File: src/rtl/issue_pair_queue_pkg.sv
// Shared types for the dual-issue queue: the decoded-instruction slot and
// the architectural zero register used by the hazard checks.
package issue_pair_queue_pkg;

   localparam logic [4:0] REG_ZERO = 5'd0;

   typedef struct packed {
      logic [31:0] instr;
      logic [31:0] pc;
      logic [4:0]  rd;
      logic [4:0]  rs1;
      logic [4:0]  rs2;
      logic        uses_rs1;
      logic        uses_rs2;
      logic        reg_write;
      logic        is_mem;
      logic        is_ctrl;
   } issue_slot_t;

endpackage

File: src/rtl/issue_pair_queue_pair_check.sv
// Intra-pair hazard checker: pair_ok is low when second cannot issue alongside head.
// Purely combinational, no state, no flow control.
module issue_pair_queue_pair_check
   import issue_pair_queue_pkg::*;
(
   input  issue_slot_t head_i,
   input  issue_slot_t second_i,
   output logic        pair_ok_o
);

   logic raw;
   logic waw;
   logic mem_conflict;
   logic unused_fields;

   assign raw = head_i.reg_write && (head_i.rd != REG_ZERO) &&
                ((second_i.uses_rs1 && (second_i.rs1 == head_i.rd)) ||
                 (second_i.uses_rs2 && (second_i.rs2 == head_i.rd)));

   assign waw = head_i.reg_write && second_i.reg_write &&
                (head_i.rd == second_i.rd) && (head_i.rd != REG_ZERO);

   // Only one data-memory port is shared by the two lanes.
   assign mem_conflict = head_i.is_mem && second_i.is_mem;

   assign pair_ok_o = !(raw || waw || mem_conflict || head_i.is_ctrl);

   assign unused_fields = ^{head_i.instr, head_i.pc, head_i.rs1, head_i.rs2,
                            head_i.uses_rs1, head_i.uses_rs2,
                            second_i.instr, second_i.pc, second_i.is_ctrl};

endmodule

File: src/rtl/issue_pair_queue.sv
// Circular issue queue taking up to two decoded slots per cycle and presenting 0-2 to the lanes.
// Issue is combinational from registered state; in_ready needs two free entries; stall holds the head.
module issue_pair_queue
   import issue_pair_queue_pkg::*;
#(
   parameter int DEPTH = 4
)
(
   input  logic        clk,
   input  logic        rst_n,
   input  logic [1:0]  in_valid,
   input  issue_slot_t in_slot0,
   input  issue_slot_t in_slot1,
   output logic        in_ready,
   input  logic        stall,
   input  logic        flush,
   output logic        iss_valid1,
   output logic        iss_valid2,
   output issue_slot_t iss_slot1,
   output issue_slot_t iss_slot2,
   output logic [31:0] pair_count,
   output logic [31:0] single_count
);

   localparam int PTR_W = $clog2(DEPTH);
   localparam int CNT_W = PTR_W + 1;
   localparam logic [CNT_W-1:0] READY_MAX = CNT_W'(DEPTH - 2);

   logic [PTR_W-1:0] head_q, head_d, tail_q, tail_d;
   logic [PTR_W-1:0] head_p1, tail_p1;
   logic [CNT_W-1:0] count_q, count_d;
   logic [CNT_W-1:0] enq_amt, deq_amt;
   logic [31:0]      pair_count_q, pair_count_d;
   logic [31:0]      single_count_q, single_count_d;
   logic             wr0, wr1;
   logic             pair_ok;

   issue_slot_t mem_q [DEPTH];

   assign head_p1 = head_q + PTR_W'(1);
   assign tail_p1 = tail_q + PTR_W'(1);

   assign in_ready = (count_q <= READY_MAX);

   // Flush discards any same-cycle enqueue so the redirect starts from an empty queue.
   assign wr0     = in_ready && in_valid[0] && !flush;
   assign wr1     = wr0 && in_valid[1];
   assign enq_amt = CNT_W'(wr0) + CNT_W'(wr1);

   assign iss_slot1 = mem_q[head_q];
   assign iss_slot2 = mem_q[head_p1];

   issue_pair_queue_pair_check u_pair_check (
      .head_i    (iss_slot1),
      .second_i  (iss_slot2),
      .pair_ok_o (pair_ok)
   );

   assign iss_valid1 = (count_q != '0) && !stall && !flush;
   assign iss_valid2 = iss_valid1 && (count_q >= CNT_W'(2)) && pair_ok;
   assign deq_amt    = CNT_W'(iss_valid1) + CNT_W'(iss_valid2);

   always_comb begin
      head_d         = head_q + deq_amt[PTR_W-1:0];
      tail_d         = tail_q + enq_amt[PTR_W-1:0];
      count_d        = count_q + enq_amt - deq_amt;
      pair_count_d   = pair_count_q;
      single_count_d = single_count_q;
      if (flush) begin
         head_d  = '0;
         tail_d  = '0;
         count_d = '0;
      end
      if (iss_valid1 && iss_valid2) begin
         pair_count_d = pair_count_q + 32'd1;
      end else if (iss_valid1) begin
         single_count_d = single_count_q + 32'd1;
      end
   end

   always_ff @(posedge clk) begin
      if (!rst_n) begin
         head_q         <= '0;
         tail_q         <= '0;
         count_q        <= '0;
         pair_count_q   <= '0;
         single_count_q <= '0;
      end else begin
         head_q         <= head_d;
         tail_q         <= tail_d;
         count_q        <= count_d;
         pair_count_q   <= pair_count_d;
         single_count_q <= single_count_d;
      end
   end

   always_ff @(posedge clk) begin
      if (wr0) begin
         mem_q[tail_q] <= in_slot0;
      end
      if (wr1) begin
         mem_q[tail_p1] <= in_slot1;
      end
   end

   assign pair_count   = pair_count_q;
   assign single_count = single_count_q;

endmodule

File: config.mk
export PLATFORM = sky130hd
export DESIGN_NAME = issue_pair_queue
export DESIGN_NICKNAME = d
export VERILOG_FILES = /design/src/rtl/issue_pair_queue_pkg.sv /design/src/rtl/issue_pair_queue_pair_check.sv /design/src/rtl/issue_pair_queue.sv
export SDC_FILE = /design/constraint.sdc
export NUM_CORES = 1
export LEC_CHECK = 0
export BUFFER_PORTS_ARGS = -buffer_cell sky130_fd_sc_hd__buf_2
export CORE_ASPECT_RATIO = 1.75
export CORE_MARGIN = 3
export CORE_UTILIZATION = 30
export DETAILED_ROUTE_END_ITERATION = 16
export PLACE_DENSITY = 0.51
export RECOVER_POWER = 100
export REMOVE_ABC_BUFFERS = 1
export SKIP_CTS_REPAIR_TIMING = 1
export SKIP_LAST_GASP = 1
export SYNTH_ARGS = -nofsm -noshare
export SYNTH_HDL_FRONTEND = slang
export SYNTH_SLANG_ARGS = --single-unit
File: constraint.sdc
create_clock -name clk -period 9.8 [get_ports clk]
set_input_delay 0.98 -clock clk [delete_from_list [all_inputs] [get_ports clk]]
set_output_delay 0.98 -clock clk [all_outputs]
set_load 0.01 [all_outputs]
==> After elaboration in Yosys (flattened, before gate mapping) <==
Memory sizes are Yosys's and may differ from the RTL's. A register that Yosys moved wholly into a read port is not among the register bits.
Cells that the tools add are included.
{ "word_totals": {"regBits": 71, "latch_bits": 0, "mem_bits_rw": 336, "romBits": 0, "in_bits": 174, "out_inout_bits": 235, "wordCells": 55, "mem_count": 1} }
{ "classes": {"add_sub_neg": 10, "multipliers": 0, "div": 0, "order_cmp": 2, "eq_ne": 3, "shifts": 0, "muxes": 5, "bitwise": 2, "reduce_logical": 27} }
{ "mem_list": {"columns": ["memory", "depth", "word_bits", "rd", "rd_ports_with_merged_regs", "write_ports", "line", "source"], "rows": [
  ["mem_q", 4, 84, 2, 1, 2, "issue_pair_queue.sv:38", "issue_slot_t mem_q [DEPTH];"]
]} }
{ "ops": {"columns": ["op", "n"], "rows": [
  ["32-bit by 1-bit adder with 32-bit output (second input constant)", 2],
  ["1-bit logical AND", 16],
  ["5-bit equality test", 3],
  ["5-bit nonzero test", 1],
  ["1-bit by 1-bit adder with 2-bit output", 2],
  ["2-bit by 1-bit adder with 2-bit output (second input constant)", 2],
  ["2-bit adder", 2],
  ["1-bit logical OR", 4],
  ["1-bit two-way mux", 4],
  ["3-bit by 2-bit adder with 3-bit output", 1],
  ["3-bit by 2-bit greater-or-equal comparator with 1-bit output (second input constant)", 1],
  ["3-bit by 2-bit less-or-equal comparator with 1-bit output (second input constant)", 1],
  ["1-bit zero test", 3],
  ["3-bit nonzero test", 1],
  ["3-bit by 2-bit subtractor with 3-bit output", 1],
  ["2-bit two-way mux", 1],
  ["1-bit inverter", 2],
  ["2-bit AND reduction", 1],
  ["2-bit OR reduction", 1]
]} }

==> Longest topological paths before layout <==
Gate-level depths: netlist of run 1.
An unclocked memory read counts as a cell.
{ "depth": {"ltp_word": 14, "mapped_depth": 19, "depth_no_buf": 16} }

==> Modules after synthesis <==
From an unflattened synthesis of run 1, not the netlist that was laid out.
{ "hier_totals": {"cells_unflattened": 1357, "area_unflattened_um2": 21833.4} }
{ "by_module_without_submodules": {"columns": ["mod", "n_inst", "cells_each", "area_per_inst_um2"], "rows": [
  ["issue_pair_queue", 1, 1332, 21637.0],
  ["issue_pair_queue_pair_check", 1, 25, 196.4]
]} }

==> Least setup slack after synthesis of run 1 <==
No wires, ideal clock.
{ "synth_path": {"kind": "input to register", "from": "input flush", "to": "memory mem_q[3][0] (netlist name), enable pin", "setup_ns": 0.647, "arrival_time_ns": 7.385, "required_ns": 9.153, "slack_ns": 1.769, "cell_stages": 2, "cell_sequence": "nand3b_1 > nor3b_1"} }
{ "synth_rtl": {"columns": ["item", "line", "source"], "rows": [
  ["start, declared", "issue_pair_queue.sv:16", "input logic flush,"],
  ["end, declared", "issue_pair_queue.sv:38", null]
]} }

==> Worst setup path in the final report of run 1 <==
{ "layout_path": {"from": "register head_q[1]", "to": "register pair_count_q[29] (netlist: pair_count[29])"} }
{ "layout_via": {"elab_chain_cells": 12, "elab_cells_between_ends": 19} }
{ "layout_lines": {"columns": ["item", "line", "source"], "rows": [
  ["start, declared", "issue_pair_queue.sv:29", "logic [PTR_W-1:0] head_q, head_d, tail_q, tail_d;"],
  ["start signal, assigned", "issue_pair_queue.sv:83", "head_q <= '0;"],
  ["start signal, assigned", "issue_pair_queue.sv:89", "head_q <= head_d;"],
  ["2-bit by 1-bit adder with 2-bit output *", "issue_pair_queue.sv:40", "assign head_p1 = head_q + PTR_W'(1);"],
  ["memory 4 x 84 bit *", null, null],
  ["5-bit equality test, on equally long branches", "issue_pair_queue_pair_check.sv:17, issue_pair_queue_pair_check.sv:18", null],
  ["1-bit logical AND, on equally long branches", "issue_pair_queue_pair_check.sv:17, issue_pair_queue_pair_check.sv:18", null],
  ["1-bit logical OR", "issue_pair_queue_pair_check.sv:17", "((second_i.uses_rs1 && (second_i.rs1 == head_i.rd)) ||"],
  ["1-bit logical AND", "issue_pair_queue_pair_check.sv:16", "assign raw = head_i.reg_write && (head_i.rd != REG_ZERO) &&"],
  ["1-bit logical OR", "issue_pair_queue_pair_check.sv:26", "assign pair_ok_o = !(raw || waw || mem_conflict || head_i.is_ctrl);"],
  ["1-bit logical OR * (2 in series)", "issue_pair_queue_pair_check.sv:26", null],
  ["1-bit zero test *", "issue_pair_queue_pair_check.sv:26", null],
  ["1-bit logical AND *", "issue_pair_queue.sv:60", "assign iss_valid2 = iss_valid1 && (count_q >= CNT_W'(2)) && pair_ok;"],
  ["1-bit logical AND *", "issue_pair_queue.sv:74", "if (iss_valid1 && iss_valid2) begin"],
  ["end signal, assigned", "issue_pair_queue.sv:92", "pair_count_q <= pair_count_d;"],
  ["end, declared", "issue_pair_queue.sv:33", "logic [31:0] pair_count_q, pair_count_d;"]
]} }
Mark *: on every way between the ends. The rest lies on a longest branch, timed or not.
A chain may end at the register's enable or synchronous reset.

==> results.md, run 1 <==
- Status: finished, violations left
- Failing checks: capacitance limit, slew limit
- Yosys reg bits: 407
- Flop-to-flop setup slack: 2.87 ns
- Ys Warns: 0
- # nets final: 1,921
- # H-tree levels: 2
- I/O pin total: 409
- Die width: 210 µm
- Top FF cell, synth: edfxtp_1
- Final setup viols: 0
- Cell variety after synth: 48
- RSZ-0062 raised after global routing: false
- Row cnt: 130
- Slew HR: -159%
- Mean Syn Cell Area: 16.2 µm²
- CP endpoint: pair_count[29]
- Cells after Synth: 1,354
- Maximum net fanout on the critical path: 149
- Worst hold path type: flip-flop to flip-flop
- Final hold violation count: 0
- CP arrival: 7.40 ns
- Die height: 364 µm
- Placer Congestion: 0.779
- Path type of the worst setup path: flip-flop to flip-flop
- Synth Cell Area: 0.0219 mm²
- CTS Buf Count: 43
- IO Port Bufs: 408
- Final Max Tran Viols: 774
- Initial antenna violation count: 30
- Post-synth EDFFs: 336
- Async SR Flop Fraction: 0%
- CTS clk-pin slew, worst paths: 0.06 ns
- Starting Density: 30.4%
- Final WL: 65,200 µm
- Grt ovf: 0
- Worst setup EP type: flip-flop
- Post-Place Cell Area: 0.0249 mm²
- Ratio of final minimum period to clock period: 70.8%
- Register-to-Register Path Depth: 13
- Wirelength per Cell: 24.1 µm
- CTS max path bufs: 3
- Fraction of layout cells with a size suffix above 1: 41.8%
- Area grow syn2layout: 17.7%
- Global-route total usage across every layer: 16.7%
- Post-DP HPWL: 42,600 µm
- Sink Count: 407
- Pin count of the biggest net entering global routing: 150
- Post-Layout Inst Area: 0.0258 mm²
- Commonest cells after routing, fill and taps aside: mux2_2, edfxtp_1, clkbuf_1
- R2R Path End: pair_count[29]
- Max Clock Skew: 0.0102 ns
- Drt drc: 0
- First-pass GRT wire length: 96,000 µm
- Power density cells: 151 mW/mm²
- Fmax: 0.144 GHz
- Initial DRC count: 778
- MaxCap Viol Count: 18
- Number of global-route vias before repair: 14.9k
- Vias: 13.8k
- DR pass1 iterations: 6
- Die area: 0.0765 mm²
- Worst-Margin Slew: 3.88 ns
- CP Data Required Time: 10.27 ns
- Worst-Skew Late Latency: 0.58 ns
- Core area: 0.0721 mm²
- Worst flop-to-flop path startpoint: head_q[1]
- Post-layout min period: 6.93 ns
- Lkg Pwr: 0.00843 µW
- CTS tree: done
- CTS root buf: clkbuf_16
- CP Launch Point: head_q[1]
- ANT nets after route: 0
- VDD IR-drop max: 0.116 mV
- CP startpoint kind: flip-flop
- Vias/cell: 5.11
- Final Util: 35.8%
- Min-delay src: single_count[27]
- Seq/Total Area, Yosys: 52.5%
## flip-flops by register name (all words and copies together) (netlist names)
name and flops:
mem_q 336, pair_count 32, single_count 32, count_q 3
head_q 2, tail_q 2
## how the worst min path moves through the flow
stage,end,slack (ns),cells after the start
3_3_place_gp,single_count[27],0.50,2
2_1_floorplan,single_count[27],0.52,2
4_1_cts,single_count[27],0.52,2
3_5_place_dp,single_count[27],0.52,2
6_report,single_count[27],0.52,2
5_1_grt,single_count[27],0.57,2
## worst max-delay path, stage by stage, from the launching register on
cell	delay [ns]
dfxtp_1	1.46
buf_12	0.65
mux4_2	0.63
xnor2_1	0.14
and3_1	0.17
a311oi_1	0.50
o21a_1	0.21
ha_1	0.44
nand4_1	0.26
nor3_1	0.76
nor4b_1	0.90
nand3_1	0.19
xnor2_1	0.16
and2_0	0.15
## report_power, final
group          switching [µW]  total [µW]  internal, µW
Clock                     709        1570           860
Combinational             196         371           175
Sequential               21.7        1950          1930
Total                     927        3890          2960
## cell type report
type	instances	area (µm²)
clock inverter	14	114
sequential	407	11500
tap	924	1160
clock buffer	63	1170
multi-input combinational	851	9920
inverter	11	41.3
timing repair buffer	423	1840
fill	7130	46300
antenna	17	42.5
## kinds of logic (layout without fill, tap and decap cells)
kind of cell | count (synthesis) | after routing | share of synthesized area, %
fa+ha+maj | 10 | 10 | 0.639
xor+xnor | 88 | 88 | 3.52
mux | 509 | 509 | 34.7
other cells | 0 | 17 | 0
simple gates | 211 | 211 | 5.54
buf+inv | 96 | 511 | 2.16
flops | 407 | 407 | 52.5
compound gates | 33 | 33 | 0.948
## synthesized netlist by cell type (3+ instances only)
cell type | n | area [µm²]
inv_1 | 11 | 41.3
mux4_1 | 4 | 105
nand3_1 | 28 | 140
nand4_1 | 11 | 68.8
nor2b_1 | 10 | 62.6
edfxtp_1 | 336 | 10100
buf_2 | 60 | 300
and2_1 | 57 | 357
xor2_1 | 36 | 315
xnor2_1 | 52 | 455
a21boi_0 | 6 | 45.0
mux4_2 | 161 | 3630
a21oi_1 | 7 | 35.0
nor2_1 | 17 | 63.8
buf_4 | 4 | 30.0
clkbuf_1 | 18 | 67.6
and3_1 | 17 | 106
mux2i_1 | 6 | 60.1
nor4_1 | 5 | 31.3
mux2_2 | 338 | 3810
or3_1 | 6 | 37.5
nor3_1 | 10 | 50.1
dfxtp_1 | 71 | 1420
and4_1 | 5 | 43.8
buf_6 | 3 | 33.8
ha_1 | 8 | 100
nand2_1 | 31 | 116
o21ai_0 | 11 | 55.1
## layer usage
metal	vias up	part of all wire, %	track usage, %
li1	6203	-	-
met2	405	52	30.1
met1	7099	38	18.2
met4	16	3.6	6.74
met5	-	0.17	0
met3	115	6.9	4.95
## through the flow
stage	setup slack (ns)	TNS (ns)	hold slack, ns	total power [µW]	instances
after floorplan	-0.837	-16.98	0.517	2200	1269
after global placement	4.46	0	0.499	2360	2616
after detailed placement	4.37	0	0.515	2370	2616
after CTS	4.35	0	0.524	3960	2693
after global routing	2.18	0	0.569	4040	2702
final	2.87	0	0.523	3890	2710
Note: power is estimated with default switching activity, not from simulation.
==> run 2: changes to the inputs <==
Clock period 9.8 ns to 6.45 ns, I/O delays scaled along.
==> results.md, run 2 (synthesis results as in run 1) <==
- Status: finished, violations left
- Failing checks: capacitance limit, slew limit
- Post-Place Cell Area: 0.0249 mm² (about the same)
- Final Util: 35.9% (+0.056 points)
- CTS tree: done
- RSZ-0062 raised after global routing: false
- MaxCap Viol Count: 19 (+1)
- Worst-Skew Late Latency: 0.58 ns (about the same)
- Min-delay src: in_slot0[68]
- Slew HR: -155% (+3.9 points)
- Setup TNS: 0 ns (unchanged)
- Worst-Margin Slew: 3.82 ns (-0.0584 ns)
- Commonest cells after routing, fill and taps aside: mux2_2, edfxtp_1, clkbuf_1
- Grt ovf: 0 (unchanged)
- Filler cell count: 7,059 (-1.0%)
- Final WL: 66,100 µm (+1.3%)
- Placer Congestion: 0.780 (about the same)
- Row cnt: 130 (unchanged)
- CP arrival: 5.85 ns (-1.55 ns)
- Vias: 13.9k (+0.50%)
- I/O pin total: 409 (unchanged)
- Global-route total usage across every layer: 16.9% (+0.24 points)
- Flop pwr share: 49.9% (-0.2 points)
- CP startpoint kind: flip-flop
- Comb pwr share: 9.5% (about the same)
- Initial antenna violation count: 16 (-47%)
- Area grow syn2layout: 17.9%
- Pint: 4550 µW (+54%)
- Final setup viols: 0 (unchanged)
- CTS root buf: clkbuf_16
- Post-layout min period: 5.53 ns (-1.40 ns)
- Max Clock Skew: 0.0170 ns (+0.00679 ns)
- # H-tree levels: 2 (unchanged)
- Ratio of final minimum period to clock period: 85.8% (+15 points)
- R2R Path End: mem_q[0][28]
- Number of global-route vias before repair: 14.9k (-0.020%)
- Cells on Worst Hold Path: 2 (unchanged)
- Sink Count: 407 (unchanged)
- WHS Endpoint: mem_q[1][68]
- Final hold violation count: 0 (unchanged)
- Switch share: 23.4% (-0.45 points)
- Top reg by flops: mem_q
- First-pass GRT wire length: 97,700 µm (+1.8%)
- DR pass1 iterations: 5 (-1)
- Power density cells: 230 mW/mm² (+52%)
- VDD IR-drop max: 0.195 mV (+69%)
- Worst flop-to-flop path startpoint: count_q[2]
- NetSw: 1390 µW (+50%)
- ANT nets after route: 0 (unchanged)
- Fmax: 0.181 GHz (+25%)
- Max FFs per register: 336 (unchanged)
- Post-DP HPWL: 43,600 µm (+2.4%)
- Clk pwr share: 40.6% (+0.2 points)
- Maximum net fanout on the critical path: 45 (-70%)
- Die height: 364 µm (unchanged)
- IO Port Bufs: 408 (unchanged)
- CP Data Required Time: 6.77 ns (-3.50 ns)
- Fraction of layout cells with a size suffix above 1: 42.6% (+0.80 points)
- Worst hold path type: primary input to flip-flop
- CTS max path bufs: 3 (unchanged)
- Flop-to-flop setup slack: 0.92 ns (-1.95 ns)
- CTS clk-pin slew, worst paths: 0.06 ns (about the same)
- Starting Density: 30.4% (unchanged)
- Vias/cell: 5.14 (+0.65%)
- Path type of the worst setup path: flip-flop to flip-flop
- # nets final: 1,925 (+0.21%)
- Lkg Pwr: 0.00851 µW (+1.0%)
- Die area: 0.0765 mm² (unchanged)
- Wirelength per Cell: 24.4 µm (+1.4%)
- Drt drc: 0 (unchanged)
- Register-to-Register Path Depth: 6 (-7)
- Initial DRC count: 740 (-4.9%)
- Final Max Tran Viols: 808 (+4.4%)
- Die width: 210 µm (unchanged)
- Core area: 0.0721 mm² (unchanged)
- Worst setup EP type: flip-flop
- CTS Buf Count: 43 (unchanged)
- Post-Layout Inst Area: 0.0258 mm² (+0.16%)
- Pin count of the biggest net entering global routing: 67 (-55%)
## run 2: critical path, stage by stage (launching register included)
cell and delay, ns:
dfxtp_1 0.34, a21oi_1 0.21, nand3b_1 0.33, nor2_1 0.35
nand3_1 1.89, clkbuf_2 1.45, mux2_2 0.64
## run 2: per-stage QoR
| step | total power (µW) | hold slack (ns) | std cells | worst slack, ns |
|---|---|---|---|---|
| after floorplan | 3350 | 0.517 | 1269 | -4.19 |
| after global placement | 3580 | 0.494 | 2620 | 1.35 |
| after detailed placement | 3600 | 0.531 | 2620 | 1.34 |
| after CTS | 6040 | 0.355 | 2695 | 1.31 |
| after global routing | 6160 | 0.383 | 2699 | 0.486 |
| final | 5930 | 0.414 | 2706 | 0.919 |
## run 2: power by group through the flow
stage | Clock [µW] | Sequential [µW] | Combinational, µW
global placement | 0 | 3010 | 575
detailed placement | 0 | 3010 | 583
CTS | 2490 | 2960 | 588
floorplan | 0 | 3020 | 326
finish | 2410 | 2960 | 561
global route | 2570 | 2970 | 613
## run 2: worst max-delay path by stage
stage / startpoint / to / slack [ns] / depth (start not counted)
floorplan: head_q[0] / pair_count[19] / -4.19 / 12
global placement: head_q[0] / pair_count[27] / 1.35 / 14
detailed placement: head_q[0] / pair_count[29] / 1.34 / 14
CTS: head_q[0] / pair_count[29] / 1.31 / 14
global route: count_q[0] / mem_q[0][45] / 0.49 / 6
finish: count_q[2] / mem_q[0][28] / 0.92 / 6
## run 2: cell type report
class                           instances  area [µm²]  share of cell area [%]
Antenna cell                           11        27.5                   0.107
Inverter                               11        41.3                   0.160
Timing Repair Buffer                  427        1850                    7.16
Clock inverter                          9        70.1                   0.271
Sequential cell                       407       11500                    44.6
Multi-Input combinational cell        851        9940                    38.5
Tap cell                              924        1160                    4.47
Clock buffer                           66        1240                    4.79
## run 2: per-layer routing
metal / vias to the layer above / global-route usage, % / part of all wire [%]
li1: 6207 / - / -
met1: 7174 / 19.6 / 39
met2: 409 / 29.9 / 51
met3: 103 / 4.93 / 7.1
met4: 14 / 5.57 / 2.9
met5: - / 0 / 0.14
